### config.mk
export PLATFORM = sky130hd
export DESIGN_NAME = uart_rx_cmd
export DESIGN_NICKNAME = d
export VERILOG_FILES = /design/src/rtl/uart_rx_cmd.sv
export SDC_FILE = /design/constraint.sdc
export NUM_CORES = 1
export LEC_CHECK = 0
export BUFFER_PORTS_ARGS = -buffer_cell sky130_fd_sc_hd__buf_2
export CAP_MARGIN = 20
export CELL_PAD_IN_SITES_DETAIL_PLACEMENT = 1
export CELL_PAD_IN_SITES_GLOBAL_PLACEMENT = 2
export CORE_MARGIN = 2
export CORE_UTILIZATION = 36
export DETAILED_ROUTE_END_ITERATION = 8
export PLACE_DENSITY = 0.72
export SLEW_MARGIN = 15
export SYNTH_ARGS = -nofsm -noshare
export SYNTH_HDL_FRONTEND = slang
export SYNTH_SLANG_ARGS = --single-unit
### constraint.sdc
create_clock -name sys_clk -period 1.9 [get_ports sys_clk]
set_clock_uncertainty 0.2 [all_clocks]
set_input_delay 0.095 -clock sys_clk [delete_from_list [all_inputs] [get_ports sys_clk]]
set_output_delay 0.095 -clock sys_clk [all_outputs]
set_load 0.05 [all_outputs]
### src/rtl/uart_rx_cmd.sv
// rtl/uart_rx_cmd.sv - 8N1 UART receiver with 4-byte command-frame decoder
module uart_rx_cmd #(
  parameter int CLK_HZ      = 50_000_000,
  parameter int BAUD        = 115200,
  parameter int TIMEOUT_CYC = 1_000_000
) (
  input  logic        sys_clk,
  input  logic        rst_n,
  input  logic        rxd,
  output logic [7:0]  rx_data,
  output logic        rx_valid,
  output logic        frame_err,
  output logic        rx_busy,
  output logic        cmd_valid,
  output logic [7:0]  cmd_op,
  output logic [23:0] cmd_arg,
  output logic        cmd_err
);
  localparam int BIT_CYC  = CLK_HZ / BAUD;
  localparam int HALF_CYC = BIT_CYC / 2;
  localparam int CW       = $clog2(BIT_CYC + 1);
  localparam int TW       = $clog2(TIMEOUT_CYC + 1);
  localparam logic [CW-1:0] BIT_LAST  = CW'(BIT_CYC - 1);
  localparam logic [CW-1:0] HALF_LAST = CW'(HALF_CYC - 1);
  localparam logic [TW-1:0] TO_LAST   = TW'(TIMEOUT_CYC - 1);

  typedef enum logic [2:0] {S_IDLE, S_START, S_DATA, S_STOP, S_BREAK} rx_state_t;
  typedef enum logic [1:0] {P_OP, P_A2, P_A1, P_A0} p_state_t;

  logic          sync1_q, sync2_q, rxd_s;
  rx_state_t     rx_state_q;
  logic [CW-1:0] cnt_q, cnt_d;
  logic [2:0]    bit_q;
  logic [7:0]    shift_q, shift_d;
  logic [7:0]    rx_data_q;
  logic          rx_valid_q, frame_err_q;

  p_state_t      p_state_q;
  logic [7:0]    op_q;
  logic [15:0]   arg_q;
  logic [TW-1:0] tcnt_q, tcnt_d;
  logic [7:0]    cmd_op_q;
  logic [23:0]   cmd_arg_q;
  logic          cmd_valid_q, cmd_err_q;
  logic          is_op;

  assign rxd_s   = sync2_q;
  assign cnt_d   = cnt_q + CW'(1);
  assign tcnt_d  = tcnt_q + TW'(1);
  assign shift_d = {rxd_s, shift_q[7:1]};
  assign is_op   = (rx_data_q == 8'h57) || (rx_data_q == 8'h52) || (rx_data_q == 8'h53);

  // Two-flop synchronizer; idles high so reset never looks like a start bit.
  always_ff @(posedge sys_clk or negedge rst_n) begin
    if (!rst_n) begin
      sync1_q <= 1'b1;
      sync2_q <= 1'b1;
    end else begin
      sync1_q <= rxd;
      sync2_q <= sync1_q;
    end
  end

  // Byte receiver: mid-bit sampling, LSB first, BREAK swallows a held-low line.
  always_ff @(posedge sys_clk or negedge rst_n) begin
    if (!rst_n) begin
      rx_state_q  <= S_IDLE;
      cnt_q       <= '0;
      bit_q       <= '0;
      shift_q     <= '0;
      rx_data_q   <= '0;
      rx_valid_q  <= 1'b0;
      frame_err_q <= 1'b0;
    end else begin
      rx_valid_q  <= 1'b0;
      frame_err_q <= 1'b0;
      unique case (rx_state_q)
        S_IDLE: begin
          if (!rxd_s) begin
            rx_state_q <= S_START;
            cnt_q      <= '0;
          end
        end
        S_START: begin
          if (cnt_q == HALF_LAST) begin
            cnt_q      <= '0;
            bit_q      <= '0;
            rx_state_q <= rxd_s ? S_IDLE : S_DATA;
          end else begin
            cnt_q <= cnt_d;
          end
        end
        S_DATA: begin
          if (cnt_q == BIT_LAST) begin
            cnt_q   <= '0;
            shift_q <= shift_d;
            bit_q   <= bit_q + 3'd1;
            if (bit_q == 3'd7) rx_state_q <= S_STOP;
          end else begin
            cnt_q <= cnt_d;
          end
        end
        S_STOP: begin
          if (cnt_q == BIT_LAST) begin
            cnt_q <= '0;
            if (rxd_s) begin
              rx_data_q  <= shift_q;
              rx_valid_q <= 1'b1;
              rx_state_q <= S_IDLE;
            end else begin
              frame_err_q <= 1'b1;
              rx_state_q  <= S_BREAK;
            end
          end else begin
            cnt_q <= cnt_d;
          end
        end
        S_BREAK: begin
          if (rxd_s) rx_state_q <= S_IDLE;
        end
        default: rx_state_q <= S_IDLE;
      endcase
    end
  end

  // Frame parser: opcode then big-endian 24-bit argument; a new byte beats a timeout.
  always_ff @(posedge sys_clk or negedge rst_n) begin
    if (!rst_n) begin
      p_state_q   <= P_OP;
      op_q        <= '0;
      arg_q       <= '0;
      tcnt_q      <= '0;
      cmd_op_q    <= '0;
      cmd_arg_q   <= '0;
      cmd_valid_q <= 1'b0;
      cmd_err_q   <= 1'b0;
    end else begin
      cmd_valid_q <= 1'b0;
      cmd_err_q   <= 1'b0;
      if (rx_valid_q) begin
        tcnt_q <= '0;
        unique case (p_state_q)
          P_OP: begin
            if (is_op) begin
              op_q      <= rx_data_q;
              p_state_q <= P_A2;
            end else begin
              cmd_err_q <= 1'b1;
            end
          end
          P_A2: begin
            arg_q[15:8] <= rx_data_q;
            p_state_q   <= P_A1;
          end
          P_A1: begin
            arg_q[7:0] <= rx_data_q;
            p_state_q  <= P_A0;
          end
          P_A0: begin
            cmd_op_q    <= op_q;
            cmd_arg_q   <= {arg_q, rx_data_q};
            cmd_valid_q <= 1'b1;
            p_state_q   <= P_OP;
          end
        endcase
      end else if (frame_err_q) begin
        tcnt_q <= '0;
        if (p_state_q != P_OP) begin
          cmd_err_q <= 1'b1;
          p_state_q <= P_OP;
        end
      end else if (p_state_q == P_OP) begin
        tcnt_q <= '0;
      end else if (tcnt_q == TO_LAST) begin
        cmd_err_q <= 1'b1;
        p_state_q <= P_OP;
        tcnt_q    <= '0;
      end else begin
        tcnt_q <= tcnt_d;
      end
    end
  end

  assign rx_data   = rx_data_q;
  assign rx_valid  = rx_valid_q;
  assign frame_err = frame_err_q;
  assign rx_busy   = (rx_state_q != S_IDLE);
  assign cmd_valid = cmd_valid_q;
  assign cmd_op    = cmd_op_q;
  assign cmd_arg   = cmd_arg_q;
  assign cmd_err   = cmd_err_q;

endmodule
# ---- Word level (Yosys, flattened, before mapping)
# Index checks and enable logic that the tools add are counted.
dict set report classes {
  addsub 3
  n_eq_ne 23
  mux 42
  n_reduce_logical 20
}
# op n
set op_table {}
lappend op_table {{20-bit two-way mux} 4}
lappend op_table {{3-bit two-way mux} 9}
lappend op_table {{9-bit two-way mux} 3}
lappend op_table {{9-bit one-hot mux with 3 select lines} 1}
lappend op_table {{8-bit by 7-bit equality test with 1-bit output, second input constant} 3}
lappend op_table {{20-bit by 1-bit adder with 20-bit output, second input constant} 1}
lappend op_table {{20-bit equality test, second input constant} 1}
lappend op_table {{1-bit two-way mux} 15}
lappend op_table {{3-bit one-hot mux with 5 select lines} 1}
lappend op_table {{2-bit two-way mux} 7}
lappend op_table {{2-bit inequality test, second input constant} 6}
lappend op_table {{2-bit AND reduction} 5}
lappend op_table {{9-bit by 1-bit adder with 9-bit output, second input constant} 1}
lappend op_table {{9-bit by 8-bit equality test with 1-bit output, second input constant} 1}
lappend op_table {{9-bit equality test, second input constant} 1}
lappend op_table {{3-bit AND reduction} 3}
lappend op_table {{3-bit nonzero test} 3}
lappend op_table {{2-bit one-hot mux with 4 select lines} 1}
lappend op_table {{3-bit by 2-bit equality test with 1-bit output, second input constant} 2}
lappend op_table {{3-bit equality test, second input constant} 2}
lappend op_table {{3-bit inequality test, second input constant} 2}
lappend op_table {{3-bit one-hot mux with 2 select lines} 1}
lappend op_table {{6-bit AND reduction} 1}
lappend op_table {{2-bit equality test, second input constant} 2}
lappend op_table {{other kinds (10)} 12}
dict set report totals {
  reg_bits 115
  input_bits 3
  output_inout_bits 45
  elab_cells 106
}

# ---- Longest topological paths before layout
dict set report logic_depth {
  ltp_word 6
  depth_mapped 7
  depth_no_buf 6
}

# ---- Worst setup path before layout
# OpenSTA, ideal clock, no wires.
dict set report synth_path {
  path_kind {register -> register}
  from {register rx_data_q[4], in the netlist rx_data[4]}
  to {register op_q[0]}
  setup_ns 0.125
  t_arrival_ns 1.893
  required_ns 1.575
  slack_ns -0.317
  path_stages_with_launch 6
  path_buffers 1
  period_less_slack_ns 2.217
  path_cell_list {dfrtp_1 nor4b_1 o2111ai_1 or2_2 clkbuf_1 mux2_2}
}
dict set report synth_between {
  elab_chain_len 4
  word_cells_on_any_way 6
  classes_between {eq/ne: 3; reduce/logical: 3}
}
# item line_no
set synth_rtl {}
lappend synth_rtl {{from (decl)} 35} ;# logic [7:0] rx_data_q;
lappend synth_rtl {{from (signal assigned)} 107} ;# rx_data_q <= shift_q;
lappend synth_rtl {{8-bit by 7-bit equality test with 1-bit output} 51} ;# assign is_op = (rx_data_q == 8'h57) || (rx_data_q == 8'h52) || (rx_data_q == 8'h53);
lappend synth_rtl {{1-bit logical OR} 51}
lappend synth_rtl {{1-bit logical OR (*)} 51}
lappend synth_rtl {{3-bit AND reduction (no source line) (*)} -}
lappend synth_rtl {{to (signal assigned)} 145} ;# op_q <= rx_data_q;
lappend synth_rtl {{to (decl)} 39} ;# logic [7:0] op_q;
# Every way passes the cells marked *; elsewhere a longest branch is shown, timed or not.
# A chain may end at the register's enable or synchronous reset.

# ---- Final worst setup path
dict set report layout_path {
  from {register tcnt_q[8]}
  to {register tcnt_q[17]}
}
dict set report layout_between {
  elab_chain_len 5
  word_cells_on_any_way 6
  classes_between {add/sub: 1; eq/ne: 1; mux: 4}
}
# item line_no
set layout_rtl {}
lappend layout_rtl {{from (decl)} 41} ;# logic [TW-1:0] tcnt_q, tcnt_d;
lappend layout_rtl {{from (signal assigned)} 179} ;# tcnt_q <= tcnt_d;
lappend layout_rtl {{20-bit by 1-bit adder with 20-bit output or 20-bit equality test (tied branches)} {49, 174}}
lappend layout_rtl {{20-bit two-way mux (*)} 174} ;# end else if (tcnt_q == TO_LAST) begin
lappend layout_rtl {{20-bit two-way mux (*)} 172} ;# end else if (p_state_q == P_OP) begin
lappend layout_rtl {{20-bit two-way mux (*)} 166} ;# end else if (frame_err_q) begin
lappend layout_rtl {{20-bit two-way mux (*)} 140} ;# if (rx_valid_q) begin
# Marked as above.

==> impl_metrics.csv <==
group,metric,value,unit
floorplan,dieHeight,121,um
clocking,clk_latency,410,ps
logic_synthesis,ys_seq_area_share,58.4,%
global_route,antenna_found_initial,0,
detailed_routing,ant_nets,0,
floorplan,dieArea,14700,sq um
global_route,grt_pass1_wl,20.2,mm
status,violations,"negative setup slack",
clocking,cts_buffers,17,
critical_path,crit_end,"tcnt_q[17]",
job,cap_violations,0,
power_and_ir_drop,p_sw,1.19,mW
global_route,grt_max_degree,35,
power_and_ir_drop,swShare,19.9,%
timing,fin_crit_sh,113,%
power_and_ir_drop,seqPwrFrac,41.2,%
timing,rsz0062_at_grt,"yes",
detailed_routing,drtPass1Iterations,4,
critical_path,cp-end-kind,"flip-flop",
timing,maxSlewHeadroom,69.8,%
clocking,htreeDepth,4,
final_layout,final_common_cell,"dfrtp_1",
critical_path,slowest_stage,"or4_1",
power_and_ir_drop,combPwrFrac,1.3,%
critical_path,rr_startpoint,"tcnt_q[8]",
placement,placed_cell_area,5850,sq um
floorplan,die_width,121,um
timing,hold_viol_final,0,
logic_synthesis,synth-edff-count,0,
clocking,cts_root_buf,"clkbuf_16",
timing,tns,-7520,ps
placement,dp_hpwl,7.84,mm
timing,max_freq,0.464,GHz
floorplan,rows,42,
logic_synthesis,syn_inst,397,
critical_path,critPathLaunch,"tcnt_q[8]",
power_and_ir_drop,clkPwrFrac,57.5,%
timing,holdWs,62.1,ps
global_route,grt_overflow,0,
logic_synthesis,synth_warnings,0,
critical_path,worstSetupStartpointType,"flip-flop",
final_layout,antenna_cells,0,
detailed_routing,viasPerCell,5.01,
floorplan,start_util,37.1,%
placement,pre_cts_slack,-277,ps
logic_synthesis,ys.flop_type,"dfrtp_1",
floorplan,io_pins,48,
detailed_routing,num_vias,3539,
final_layout,final_layout_size_suffix_gt1_share,46.0,%
logic_synthesis,ys_ff_latch,115,
power_and_ir_drop,powerDensity,880,nW/um^2
power_and_ir_drop,p_leak,3.35,nW
critical_path,timing.rr.end,"tcnt_q[17]",
clocking,cts.path.max_buffers,2,
critical_path,worstPathMaxFanout,20,
global_route,grt_use_total,18.0,%
clocking,clkSlewWorstSetupHoldPaths,50,ps
placement,io_buffer_count,47,
detailed_routing,drcViolationCount,0,
clocking,clkSinkCount,115,
status,status,"finished, violations left",
timing,final.setup.worst_slack,-256,ps
timing,period_needed,2160,ps
logic_synthesis,syn_area,4930,sq um
clocking,cts_tree,"built",
logic_synthesis,yosysUniqueCellTypes,54,
critical_path,reg2reg_depth,5,
final_layout,final_cell_mix,"dfrtp_1 (107), buf_4 (56), mux2_2 (54), buf_2 (45), nor2_1 (27)",
logic_synthesis,syn_nets,410,
logic_synthesis,synth.avg_cell_area,12.4,sq um
placement,gp_congestion,0.777,
power_and_ir_drop,peakVddDrop,0.684,mV
detailed_routing,first_iter_violations,131,
critical_path,crit_arrival,2240,ps
floorplan,core,13300,sq um
timing,setup_viol,44,
timing,worst_slew_pin_slew,451,ps
logic_synthesis,async_reset_ff_share,100,%
detailed_routing,wl,12.0,mm
timing,slew_viol_final,0,
min_path,hold_path_class,"primary input to async pin",
final_layout,area_growth_syn_to_layout,37.4,%
critical_path,cpPeakStageDelay,520,ps
global_route,grt_pass1_vias,3839,
final_layout,nNetsFinal,530,
critical_path,worstPathCellList,"or4_1 > or4_4 > o211ai_2 > buf_12 > a21oi_1",
critical_path,ff2ff_setup_slack,-260,ps
detailed_routing,routedWlPerCell,17.0,um
power_and_ir_drop,p_int,4.78,mW
final_layout,final_area,6780,sq um
critical_path,crit_type,"flip-flop to flip-flop",
critical_path,critPathRequiredTime,1990,ps
==> critical path, delay by kind of cell (launching register included) <==
family,cells,cell delay [ps]
simple gates,2,1030
compound gates,2,250
flops,1,370
buf+inv,1,180
==> power groups by stage <==
stage               sequential, mW  clock (mW)  combinational (mW)
floorplan                     2.50           0             0.00213
global placement              2.50           0              0.0687
detailed placement            2.50           0              0.0694
CTS                           2.46        3.50              0.0795
global route                  2.46        3.63              0.0852
finish                        2.46        3.43              0.0749
==> final cells by class <==
| class | instances | area, sq um |
|---|---|---|
| Clock inverter | 11 | 174 |
| Clock buffer | 21 | 470 |
| Sequential cell | 115 | 2890 |
| Tap cell | 176 | 220 |
| Multi-Input combinational cell | 252 | 2120 |
| Timing Repair Buffer | 115 | 845 |
| Inverter | 16 | 60.1 |
| Fill cell | 1379 | 6520 |
==> routing by layer <==
metal	routed length, um	global-route usage, %	vias to the layer above
met4	140	6.54	0
met1	5440	23.0	1838
met2	6070	29.7	41
met3	318	4.61	12
li1	-	-	1648
met5	0	0	-
==> stage by stage <==
step	instances	utilization, %	total power [mW]
floorplan	397	-	2.50
global placement	660	44.0	2.57
detailed placement	660	44.0	2.57
CTS	704	50.4	6.04
global route	706	51.0	6.17
finish	706	51.0	5.97
==> worst min path at each step <==
| stage | cells after the start | end | slack, ps | start |
|---|---|---|---|---|
| 2_1_floorplan | 0 | arg_q[0] | -400 | rst_n |
| 3_3_place_gp | 1 | arg_q[10] | -150 | rst_n |
| 3_5_place_dp | 1 | cmd_valid | -150 | rst_n |
| 4_1_cts | 3 | cmd_op[5] | 70 | rst_n |
| 5_1_grt | 3 | op_q[2] | 70 | rst_n |
| 6_report | 3 | rx_data[2] | 60 | rst_n |
==> registers in the layout, summed over array words and instances (netlist names) <==
name / cells
arg_q: 16
bit_q: 3
cmd_arg: 24
cmd_err: 1
cmd_op: 8
cmd_valid: 1
cnt_q: 9
frame_err: 1
op_q: 8
p_state_q: 2
rx_data: 8
rx_state_q: 3
rx_valid: 1
rxd_s: 1
shift_q: 8
sync1_q: 1
tcnt_q: 20
==> synthesized netlist by cell type, types with 7 or more instances <==
library cell,n,area share [%]
a21oi_1,9,0.91
clkbuf_1,10,0.76
dfrtp_1,113,57
ha_1,10,2.5
inv_1,16,1.2
mux2_2,64,15
nand2_1,25,1.9
nand3_1,9,0.91
nor2_1,28,2.1
o21ai_0,13,1.3
xnor2_1,7,1.2
xor2_1,7,1.2
==> logic make-up (layout without fill, tap and decap cells) <==
group | Yosys count | after routing | share of synthesized area, %
compound gates | 54 | 54 | 7.35
xor+xnor | 14 | 14 | 2.48
fa+ha+maj | 10 | 10 | 2.54
buf+inv | 30 | 163 | 2.61
flops | 115 | 115 | 58.4
mux | 65 | 65 | 14.8
simple gates | 109 | 109 | 11.8
==> what timing repair did <==
action,CTS,global route
endpoints found under the hold margin,116,0
gates resized for setup,20,33
gates cloned,1,2
setup buffers,8,2
hold buffers,3,0
setup endpoints to repair,50,54
pin swaps,4,9
Note: power is estimated with default switching activity, not from simulation.
